**config.mk**
```make
export PLATFORM = sky130hd
export DESIGN_NAME = operand_selector
export DESIGN_NICKNAME = d
export VERILOG_FILES = /design/src/rtl/matrix_pkg.sv /design/src/rtl/lfsr8.sv /design/src/rtl/operand_selector.sv
export SDC_FILE = /design/constraint.sdc
export NUM_CORES = 1
export LEC_CHECK = 0
export CORE_ASPECT_RATIO = 0.8
export CORE_UTILIZATION = 54
export CTS_CLUSTER_SIZE = 20
export DETAILED_ROUTE_END_ITERATION = 7
export PLACE_DENSITY = 0.79
export SLEW_MARGIN = 20
export SYNTH_ARGS = -nofsm -noshare
export SYNTH_HDL_FRONTEND = slang
export SYNTH_SLANG_ARGS = --single-unit
```
**constraint.sdc**
```tcl
create_clock -name clk -period 3.5 [get_ports clk]
set_input_delay 0.875 -clock clk [delete_from_list [all_inputs] [get_ports clk]]
set_output_delay 0.875 -clock clk [all_outputs]
set_load 0.02 [all_outputs]
```
**src/rtl/matrix_pkg.sv**
```systemverilog
// matrix_pkg: shared definitions for the matrix operand path.
//   ID_W / DIM_W   : widths of matrix slot IDs and of row/col dimensions
//   OP_*           : op_sel encodings (101..111 are illegal)
//   sel_state_t    : operand_selector FSM states
//   op_is_binary   : op needs a second operand B
//   op_is_legal    : op_sel is one of the defined codes
package matrix_pkg;

  localparam int ID_W  = 4;
  localparam int DIM_W = 3;

  localparam logic [2:0] OP_TRANSPOSE = 3'b000;
  localparam logic [2:0] OP_ADD       = 3'b001;
  localparam logic [2:0] OP_SCALAR    = 3'b010;
  localparam logic [2:0] OP_MUL       = 3'b011;
  localparam logic [2:0] OP_DET       = 3'b100;

  typedef enum logic [2:0] {
    SEL_IDLE,
    SEL_MAN_A,
    SEL_MAN_B,
    SEL_AUTO_A,
    SEL_AUTO_B,
    SEL_DONE,
    SEL_ERR
  } sel_state_t;

  function automatic logic op_is_binary(input logic [2:0] op);
    return (op == OP_ADD) || (op == OP_MUL);
  endfunction

  function automatic logic op_is_legal(input logic [2:0] op);
    return op <= OP_DET;
  endfunction

endpackage

```
**src/rtl/lfsr8.sv**
```systemverilog
// lfsr8: free-running 8-bit Fibonacci LFSR, polynomial x^8+x^6+x^5+x^4+1.
//   clk, rst_n : clock, async active-low reset (loads SEED)
//   lfsr_low   : low nibble of the LFSR state, used as a scan start point
module lfsr8 #(
  parameter logic [7:0] SEED = 8'hA5
) (
  input  logic       clk,
  input  logic       rst_n,
  output logic [3:0] lfsr_low
);

  logic [7:0] lfsr_q;

  always_ff @(posedge clk or negedge rst_n) begin
    if (!rst_n) lfsr_q <= SEED;
    else        lfsr_q <= {lfsr_q[6:0], lfsr_q[7] ^ lfsr_q[5] ^ lfsr_q[4] ^ lfsr_q[3]};
  end

  assign lfsr_low = lfsr_q[3:0];

endmodule

```
**src/rtl/operand_selector.sv**
```systemverilog
// operand_selector: picks operand matrix IDs A (and B for binary ops), either
// from switches confirmed by key_ok (manual) or by scanning the matrix store
// from a pseudo-random start slot (auto), checking store metadata per op.
//   start_select, manual_mode, op_sel : start / restart a selection
//   key_ok, sw_id                     : manual candidate and its confirm
//   meta_id -> meta_valid/rows/cols   : combinational store lookup
//   selected_a/b, select_done         : result, held in DONE
//   select_error                      : one-cycle failure pulse
//   busy                              : selection in progress
//
// state      | meaning
// IDLE       | waiting for start_select
// MAN_A      | waiting for key_ok on operand A
// MAN_B      | waiting for key_ok on operand B
// AUTO_A     | scanning slots for A, one per cycle
// AUTO_B     | scanning slots after A for a compatible B
// DONE       | result held, select_done high
// ERR        | one-cycle select_error, then IDLE
module operand_selector
  import matrix_pkg::*;
#(
  parameter int NUM_SLOTS = 10
) (
  input  logic             clk,
  input  logic             rst_n,
  input  logic             start_select,
  input  logic             manual_mode,
  input  logic [2:0]       op_sel,
  input  logic             key_ok,
  input  logic [ID_W-1:0]  sw_id,
  output logic [ID_W-1:0]  meta_id,
  input  logic             meta_valid,
  input  logic [DIM_W-1:0] meta_rows,
  input  logic [DIM_W-1:0] meta_cols,
  output logic [ID_W-1:0]  selected_a,
  output logic [ID_W-1:0]  selected_b,
  output logic             select_done,
  output logic             select_error,
  output logic             busy
);

  localparam logic [ID_W:0]   SLOTS   = (ID_W+1)'(NUM_SLOTS);
  localparam logic [ID_W-1:0] LAST_ID = ID_W'(NUM_SLOTS - 1);

  sel_state_t state_q, state_d;

  logic [2:0]       op_q;
  logic [ID_W-1:0]  scan_q, scan_next, scan_start;
  logic [ID_W:0]    remain_q;
  logic [ID_W-1:0]  a_id_q;
  logic [DIM_W-1:0] a_rows_q, a_cols_q;
  logic [3:0]       lfsr_low;
  logic             b_phase, cand_ok, last_cand, enter_done, latch_a;
  logic             done_d, error_d, busy_d;

  // Only B is checked against A; there is no rule for unary ops.
  function automatic logic dims_compatible(input logic [2:0] op,
                                           input logic [DIM_W-1:0] ar, ac, br, bc);
    case (op)
      OP_ADD:  return (ar == br) && (ac == bc);
      OP_MUL:  return ac == br;
      default: return 1'b1;
    endcase
  endfunction

  lfsr8 #(.SEED(8'hA5)) u_lfsr (
    .clk      (clk),
    .rst_n    (rst_n),
    .lfsr_low (lfsr_low)
  );

  // Fold the 4-bit LFSR value into 0..NUM_SLOTS-1 with one subtraction;
  // NUM_SLOTS >= 8 guarantees a single step is enough.
  assign scan_start = ({1'b0, lfsr_low} < SLOTS) ? lfsr_low
                                                 : lfsr_low - SLOTS[ID_W-1:0];

  always_comb begin
    case (state_q)
      SEL_MAN_A, SEL_MAN_B:   meta_id = sw_id;
      SEL_AUTO_A, SEL_AUTO_B: meta_id = scan_q;
      default:                meta_id = '0;
    endcase
  end

  assign b_phase   = (state_q == SEL_MAN_B) || (state_q == SEL_AUTO_B);
  assign cand_ok   = ({1'b0, meta_id} < SLOTS) && meta_valid &&
                     (!b_phase || dims_compatible(op_q, a_rows_q, a_cols_q,
                                                  meta_rows, meta_cols));
  assign scan_next = (scan_q == LAST_ID) ? '0 : scan_q + 1'b1;
  assign last_cand = (remain_q == (ID_W+1)'(1));

  always_ff @(posedge clk or negedge rst_n) begin
    if (!rst_n) begin
      state_q      <= SEL_IDLE;
      select_done  <= 1'b0;
      select_error <= 1'b0;
      busy         <= 1'b0;
    end else begin
      state_q      <= state_d;
      select_done  <= done_d;
      select_error <= error_d;
      busy         <= busy_d;
    end
  end

  always_comb begin
    state_d = state_q;
    if (start_select) begin
      if (!op_is_legal(op_sel)) state_d = SEL_ERR;
      else if (manual_mode)     state_d = SEL_MAN_A;
      else                      state_d = SEL_AUTO_A;
    end else begin
      case (state_q)
        SEL_MAN_A:
          if (key_ok)
            state_d = !cand_ok ? SEL_ERR : (op_is_binary(op_q) ? SEL_MAN_B : SEL_DONE);
        SEL_MAN_B:
          if (key_ok) state_d = cand_ok ? SEL_DONE : SEL_ERR;
        SEL_AUTO_A:
          if (cand_ok)        state_d = op_is_binary(op_q) ? SEL_AUTO_B : SEL_DONE;
          else if (last_cand) state_d = SEL_ERR;
        SEL_AUTO_B:
          if (cand_ok)        state_d = SEL_DONE;
          else if (last_cand) state_d = SEL_ERR;
        SEL_ERR:  state_d = SEL_IDLE;
        default:  state_d = state_q;
      endcase
    end
  end

  // Outputs are registered from the next state so they line up with it.
  always_comb begin
    done_d  = (state_d == SEL_DONE);
    error_d = (state_d == SEL_ERR);
    busy_d  = (state_d != SEL_IDLE) && (state_d != SEL_DONE);
  end

  assign enter_done = (state_d == SEL_DONE) && (state_q != SEL_DONE);
  assign latch_a    = !start_select && cand_ok &&
                      (((state_q == SEL_MAN_A) && key_ok) || (state_q == SEL_AUTO_A));

  // selected_a/b only change on entry to DONE, so a failed attempt leaves
  // the previous result visible.
  always_ff @(posedge clk or negedge rst_n) begin
    if (!rst_n) begin
      op_q       <= OP_TRANSPOSE;
      scan_q     <= '0;
      remain_q   <= '0;
      a_id_q     <= '0;
      a_rows_q   <= '0;
      a_cols_q   <= '0;
      selected_a <= '0;
      selected_b <= '0;
    end else begin
      if (start_select) begin
        op_q     <= op_sel;
        scan_q   <= scan_start;
        remain_q <= SLOTS;
      end else if ((state_q == SEL_AUTO_A) || (state_q == SEL_AUTO_B)) begin
        // On accepting A the next slot is A+1, which is where the B scan starts.
        scan_q   <= scan_next;
        remain_q <= ((state_q == SEL_AUTO_A) && cand_ok) ? SLOTS : remain_q - 1'b1;
      end
      if (latch_a) begin
        a_id_q   <= meta_id;
        a_rows_q <= meta_rows;
        a_cols_q <= meta_cols;
      end
      if (enter_done) begin
        selected_a <= b_phase ? a_id_q : meta_id;
        selected_b <= meta_id;
      end
    end
  end

endmodule

```
Word-level counts from Yosys, hierarchy flattened
Index checks and enable logic that the tools add are counted.
{"block": "word_totals", "mem_bits_rw": 0, "latchBits": 0, "memories": 0, "romBits": 0, "in_bits": 19, "output_inout_bits": 15, "reg_bits": 44}
{"block": "op_classes", "add_sub_neg": 3, "magnitude_cmp": 3, "div": 0, "reduce_logical": 20, "mul": 0, "eq_ne": 16, "n_mux": 23, "bitwise_logic": 3, "shift": 0}
{"op": "3-bit two-way mux", "count": 9}
{"op": "4-bit two-way mux", "count": 5}
{"op": "5-bit two-way mux", "count": 3}
{"op": "3-bit case mux with 5 select lines", "count": 1}
{"op": "3-bit equality test (second input constant)", "count": 4}
{"op": "3-bit by 2-bit equality test with 1-bit output (second input constant)", "count": 3}
{"op": "3-bit equality test", "count": 3}
{"op": "1-bit logical AND", "count": 9}
{"op": "4-bit less-than comparator (second input constant)", "count": 2}
{"op": "4-bit case mux with 2 select lines", "count": 1}
{"op": "3-bit by 1-bit equality test with 1-bit output (second input constant)", "count": 2}
{"op": "3-bit != test (second input constant)", "count": 2}
{"op": "5-bit by 1-bit equality test with 1-bit output (second input constant)", "count": 1}
{"op": "1-bit logical OR", "count": 5}
{"op": "5-bit by 1-bit subtractor with 5-bit output (second input constant)", "count": 1}
{"op": "4-bit by 1-bit adder with 4-bit output (second input constant)", "count": 1}
{"op": "4-bit equality test (second input constant)", "count": 1}
{"op": "2-bit two-way mux", "count": 2}
{"op": "2-bit OR reduction", "count": 2}
{"op": "4-bit subtractor (second input constant)", "count": 1}
{"op": "3-bit less-or-equal comparator (second input constant)", "count": 1}
{"op": "3-bit nonzero test", "count": 1}
{"op": "1-bit XOR", "count": 3}
{"op": "1-bit zero test", "count": 2}
{"op": "3 further kinds", "count": 3}

Depth between registers and ports, before layout
{"block": "depth", "depth_word": 12, "ltp_mapped": 9, "depth_no_buf": 9}

By module
Synthesis repeated with hierarchy kept, for this count alone.
{"block": "hier_totals", "hier_cells": 208, "area_unflattened_um2": 2344.7}
{"module": "operand_selector", "seq_area_each_um2": 900.9, "cells_each": 193, "instances": 1, "area_each_um2": 2083.2}
{"module": "lfsr8", "seq_area_each_um2": 205.2, "cells_each": 15, "instances": 1, "area_each_um2": 261.5}

Least setup slack after synthesis
No wires, ideal clock.
{"block": "synth_path", "path_type": "in2reg", "start": "in meta_rows[1]", "end": "reg selected_a[0]", "arrival_ps": 2665, "required_time_ps": 3375, "slack_ps": 711, "path_buffers": 0, "setup_ps": 125, "path_stages": 7, "path_cell_list": "xnor2_1 nand4_1 nor4_1 o21ai_2 mux2i_1 a311oi_4 mux2_2"}
{"block": "synth_between", "elab_chain_len": 11}
{"item": "from (decl)", "line_no": "operand_selector.sv:33", "rtl": "input logic [DIM_W-1:0] meta_rows,"}
{"item": "3-bit equality test", "line_no": "operand_selector.sv:60", "rtl": "OP_ADD: return (ar == br) && (ac == bc);"}
{"item": "1-bit logical AND", "line_no": "operand_selector.sv:60"}
{"item": "1-bit case mux with 2 select lines *", "line_no": "operand_selector.sv:59", "rtl": "case (op)"}
{"item": "1-bit logical OR *", "line_no": "operand_selector.sv:87", "rtl": "(!b_phase || dims_compatible(op_q, a_rows_q, a_cols_q,"}
{"item": "1-bit logical AND *", "line_no": "operand_selector.sv:86", "rtl": "assign cand_ok = ({1'b0, meta_id} < SLOTS) && meta_valid &&"}
{"item": "2-bit two-way mux or 3-bit two-way mux (tied branches)", "line_no": "operand_selector.sv:118, operand_selector.sv:116"}
{"item": "3-bit two-way mux (on tied branches)", "line_no": "operand_selector.sv:118, operand_selector.sv:115"}
{"item": "3-bit case mux with 5 select lines *", "line_no": "operand_selector.sv:113", "rtl": "case (state_q)"}
{"item": "3-bit two-way mux *", "line_no": "operand_selector.sv:108", "rtl": "if (start_select) begin"}
{"item": "3-bit equality test *", "line_no": "operand_selector.sv:138", "rtl": "assign enter_done = (state_d == SEL_DONE) && (state_q != SEL_DONE);"}
{"item": "1-bit logical AND *", "line_no": "operand_selector.sv:138"}
{"item": "to (signal assigned)", "line_no": "operand_selector.sv:170", "rtl": "selected_a <= b_phase ? a_id_q : meta_id;"}
{"item": "to (decl)", "line_no": "operand_selector.sv:35", "rtl": "output logic [ID_W-1:0] selected_a,"}
Mark *: on every way between the ends. The rest lies on a longest branch, timed or not.
A chain may end at the register's enable or synchronous reset.

Final worst setup path
{"block": "layout_path", "start": "reg state_q[2]", "end": "out meta_id[1]"}
{"block": "layout_between", "elab_chain_len": 3}
{"item": "from (decl)", "line_no": "operand_selector.sv:45", "rtl": "sel_state_t state_q, state_d;"}
{"item": "from (signal assigned)", "line_no": "operand_selector.sv:99", "rtl": "state_q <= state_d;"}
{"item": "3-bit equality test, or another cell as far along", "line_no": "operand_selector.sv:78", "rtl": "case (state_q)"}
{"item": "2-bit OR reduction", "line_no": "operand_selector.sv:78"}
{"item": "4-bit case mux with 2 select lines *", "line_no": "operand_selector.sv:78"}
{"item": "to (decl)", "line_no": "operand_selector.sv:31", "rtl": "output logic [ID_W-1:0] meta_id,"}
Marks and branches as above.

==> qor.yml <==
sta:
  tightest_slew_ps: 547
  clock_skew_ps: 9.86
  whs_ps: 356
  fmax_mhz: 303
  relSlewSlack_pct: 63.5
  min_period_ps: 3300
  finalSetupViolCount: 0
  finalMaxSlewViolations: 0
  period_share_pct: 94.4
  setup_tns_ps: 0
  rsz0062_at_grt: "false"
  hold_viol_final: 0
synthesis:
  synthCells: 219
  ys_ff_latch: 44
  synthAdderAreaFrac_pct: 1.57
  synth.top_cell.area_share_pct: 42.0
  syn_nets: 241
  synth_compound_area_share_pct: 15.0
  ys_top_cells_by_count: "40 x dfrtp_1, 25 x mux2_2, 16 x nor2_1, 16 x xnor2_1"
  synth-async-reset-ratio_pct: 100
  yosysSeqAreaShare_pct: 46.4
  synthMuxAreaShare_pct: 12.2
  synth-simple-area-share_pct: 14.3
  synthTopCellsByArea: "dfrtp_1 42%, mux2_2 12%, xnor2_1 5.9%"
  synth-edff-count: 0
  syn-cell-area_mm2: 0.00238
  ys_types: 52
  syn_avg_cell_area_um2: 10.9
  synth_top_family_by_area: "compound AO/OA/AOI/OAI gates"
  yosysMostFrequentCell: "dfrtp_1"
  yosysWarnings: 0
  synth_flop_cell: "dfrtp_1"
  yosysTopAreaCell: "dfrtp_1"
  synth_xor_area_share_pct: 7.30
setup_path:
  end_kind: "primary output"
  worst_setup_path_start_kind: "flip-flop"
  arrival_ps: 2430
  ff2ff_setup_slack_ps: 720
  timing.rr.end: "selected_a[3]"
  path_max_fanout: 16
  reg2reg_depth: 8
  r2r-start: "state_q[2]"
  worstSetupPathType: "flip-flop to primary output"
  critPathRequiredTime_ps: 2620
cells_and_area:
  fin_cells: 321
  design_area_mm2: 0.00296
  diodes: 0
  area_delta_synth_final_pct: 24.1
  final_util_pct: 70.4
  final_nets: 285
  layout-drive-gt1-share_pct: 22.7
  fillers: 313
placement:
  placed_cell_area_mm2: 0.00282
  place.gp.congestion: 0.935
  dp_hpwl_mm: 3.51
  port_buffers: 33
  place_inst: 312
floorplan:
  initial_core_util_pct: 56.7
  coreArea_mm2: 0.00420
  ios: 34
  die_area_mm2: 0.00469
  die_h_um: 61.4
  die_w_um: 76.3
  rows: 21
clock_network:
  clk_pin_slew_worst_paths_ps: 80
  cts_setup_buffers: 0
  post_cts_resize_count: 0
  clk_latency_ps: 290
  cts_buffer_depth: 2
  cts-root-buf: "clkbuf_8"
  hold_buffers: 0
  cts_tree: "yes"
  numClockSinks: 44
  htree_levels: 2
  cts_inserted_buffers: 5
grt:
  gr-total-overflow: 0
  grt_pass1_wl_mm: 7.78
  track_usage_pct: 21.8
  antenna_found_initial: 0
  grt_max_degree: 45
  grt_pass1_vias: 1639
detailed_routing:
  remaining_drc_errors: 0
  wl_per_cell_um: 14.7
  via_count: 1775
  drt_wl_total_mm: 4.72
  vias_per_cell: 5.53
  dr.pass1.iters: 4
  antenna_left: 0
  initialDrtViolationCount: 139
run_status:
  status: "finished clean"
worst_hold_path:
  worstHoldPathCells: 0
  hp-start: "u_lfsr.lfsr_q[6]"
  hp-class: "flip-flop to flip-flop"
  hold_end: "u_lfsr.lfsr_q[7]"
pwr:
  power.leakage_uw: 0.00126
  ir_drop_v: 0.000431
  powerDensity_mw_per_mm2: 634
run:
  maxCapViolCount: 0
metrics by stage:
step | total power (uW) | setup slack [ps]
after global routing | 2000 | 10.5
after floorplan | 1220 | 711
final | 1880 | 197
after CTS | 1890 | 181
after detailed placement | 1480 | 174
after global placement | 1460 | 236
worst max-delay path by stage:
stage | slack [ps] | to | from
finish | 200 | meta_id[1] | state_q[2]
global route | 10 | meta_id[1] | state_q[2]
CTS | 180 | meta_id[1] | state_q[2]
detailed placement | 170 | selected_b[3] | key_ok
global placement | 240 | selected_a[1] | key_ok
floorplan | 710 | selected_a[0] | meta_rows[1]
area by class of cell:
class / count / area, um^2 / area share, %
Multi-Input combinational cell: 157 / 1200 / 40.6
Sequential cell: 44 / 1110 / 37.4
Timing Repair Buffer: 43 / 413 / 14.0
Clock buffer: 6 / 82.6 / 2.79
Tap cell: 57 / 71.3 / 2.41
Clock inverter: 2 / 38.8 / 1.31
Inverter: 12 / 45.0 / 1.52
routing by layer:
layer	vias up	share of wire (%)	GRT usage [%]	wire length (um)
met5	-	0	0	0
met1	844	50	30.6	2350
met2	39	45	34.0	2110
li1	881	-	-	-
met4	0	1.8	8.24	85
met3	11	3.6	4.59	172
placed cells by master, fill, tap and decap left out, drive strengths merged, types with 2 or more instances in the layout:
cell type / synthesis / routed
a31oi: 4 / 4
nor2b: 3 / 3
or2: 2 / 2
nand4: 3 / 3
nand3: 6 / 6
xnor2: 17 / 17
ha: 3 / 3
a22o: 4 / 4
nand2b: 4 / 4
nor3: 5 / 5
dfrtp: 40 / 40
o21ai: 11 / 11
buf: 4 / 11
inv: 12 / 12
mux2: 25 / 25
nor2: 17 / 17
dfstp: 4 / 4
xor2: 2 / 2
a21oi: 9 / 9
o211a: 2 / 2
clkdlybuf4s50: 0 / 32
a22oi: 2 / 2
clkbuf: 2 / 6
o21a: 3 / 3
nand2: 12 / 12
nor3b: 2 / 2
flip-flops by register name, summed over array words and instances (netlist names):
name and cells:
op_q 3, selected_b 4, u_lfsr.lfsr_q 8, select_error 1, a_id_q 4, busy 1, state_q 3, a_cols_q 3
selected_a 4, scan_q 4, a_rows_q 3, remain_q 5, select_done 1
worst max-delay path: stages, from the launching register on:
cell and delay (ps):
dfrtp_1 690, nand3_1 180, o21ai_1 340, a22o_1 300, clkdlybuf4s50_1 630
cells by family (layout without fill, tap and decap cells):
group / count (synthesis) / count (layout)
flops: 44 / 44
compound gates: 48 / 48
simple gates: 61 / 61
buf+inv: 18 / 63
xor+xnor: 19 / 19
mux: 26 / 26
fa+ha+maj: 3 / 3
where the power goes:
part / switching (uW) / internal [uW] / total (uW) / leakage, uW
logic: 348 / 383 / 731 / 0.000653
clock network: 173 / 233 / 406 / 0.0000614
registers: 106 / 633 / 739 / 0.000542
total: 628 / 1250 / 1880 / 0.00126
Note: power is estimated with default switching activity, not from simulation.
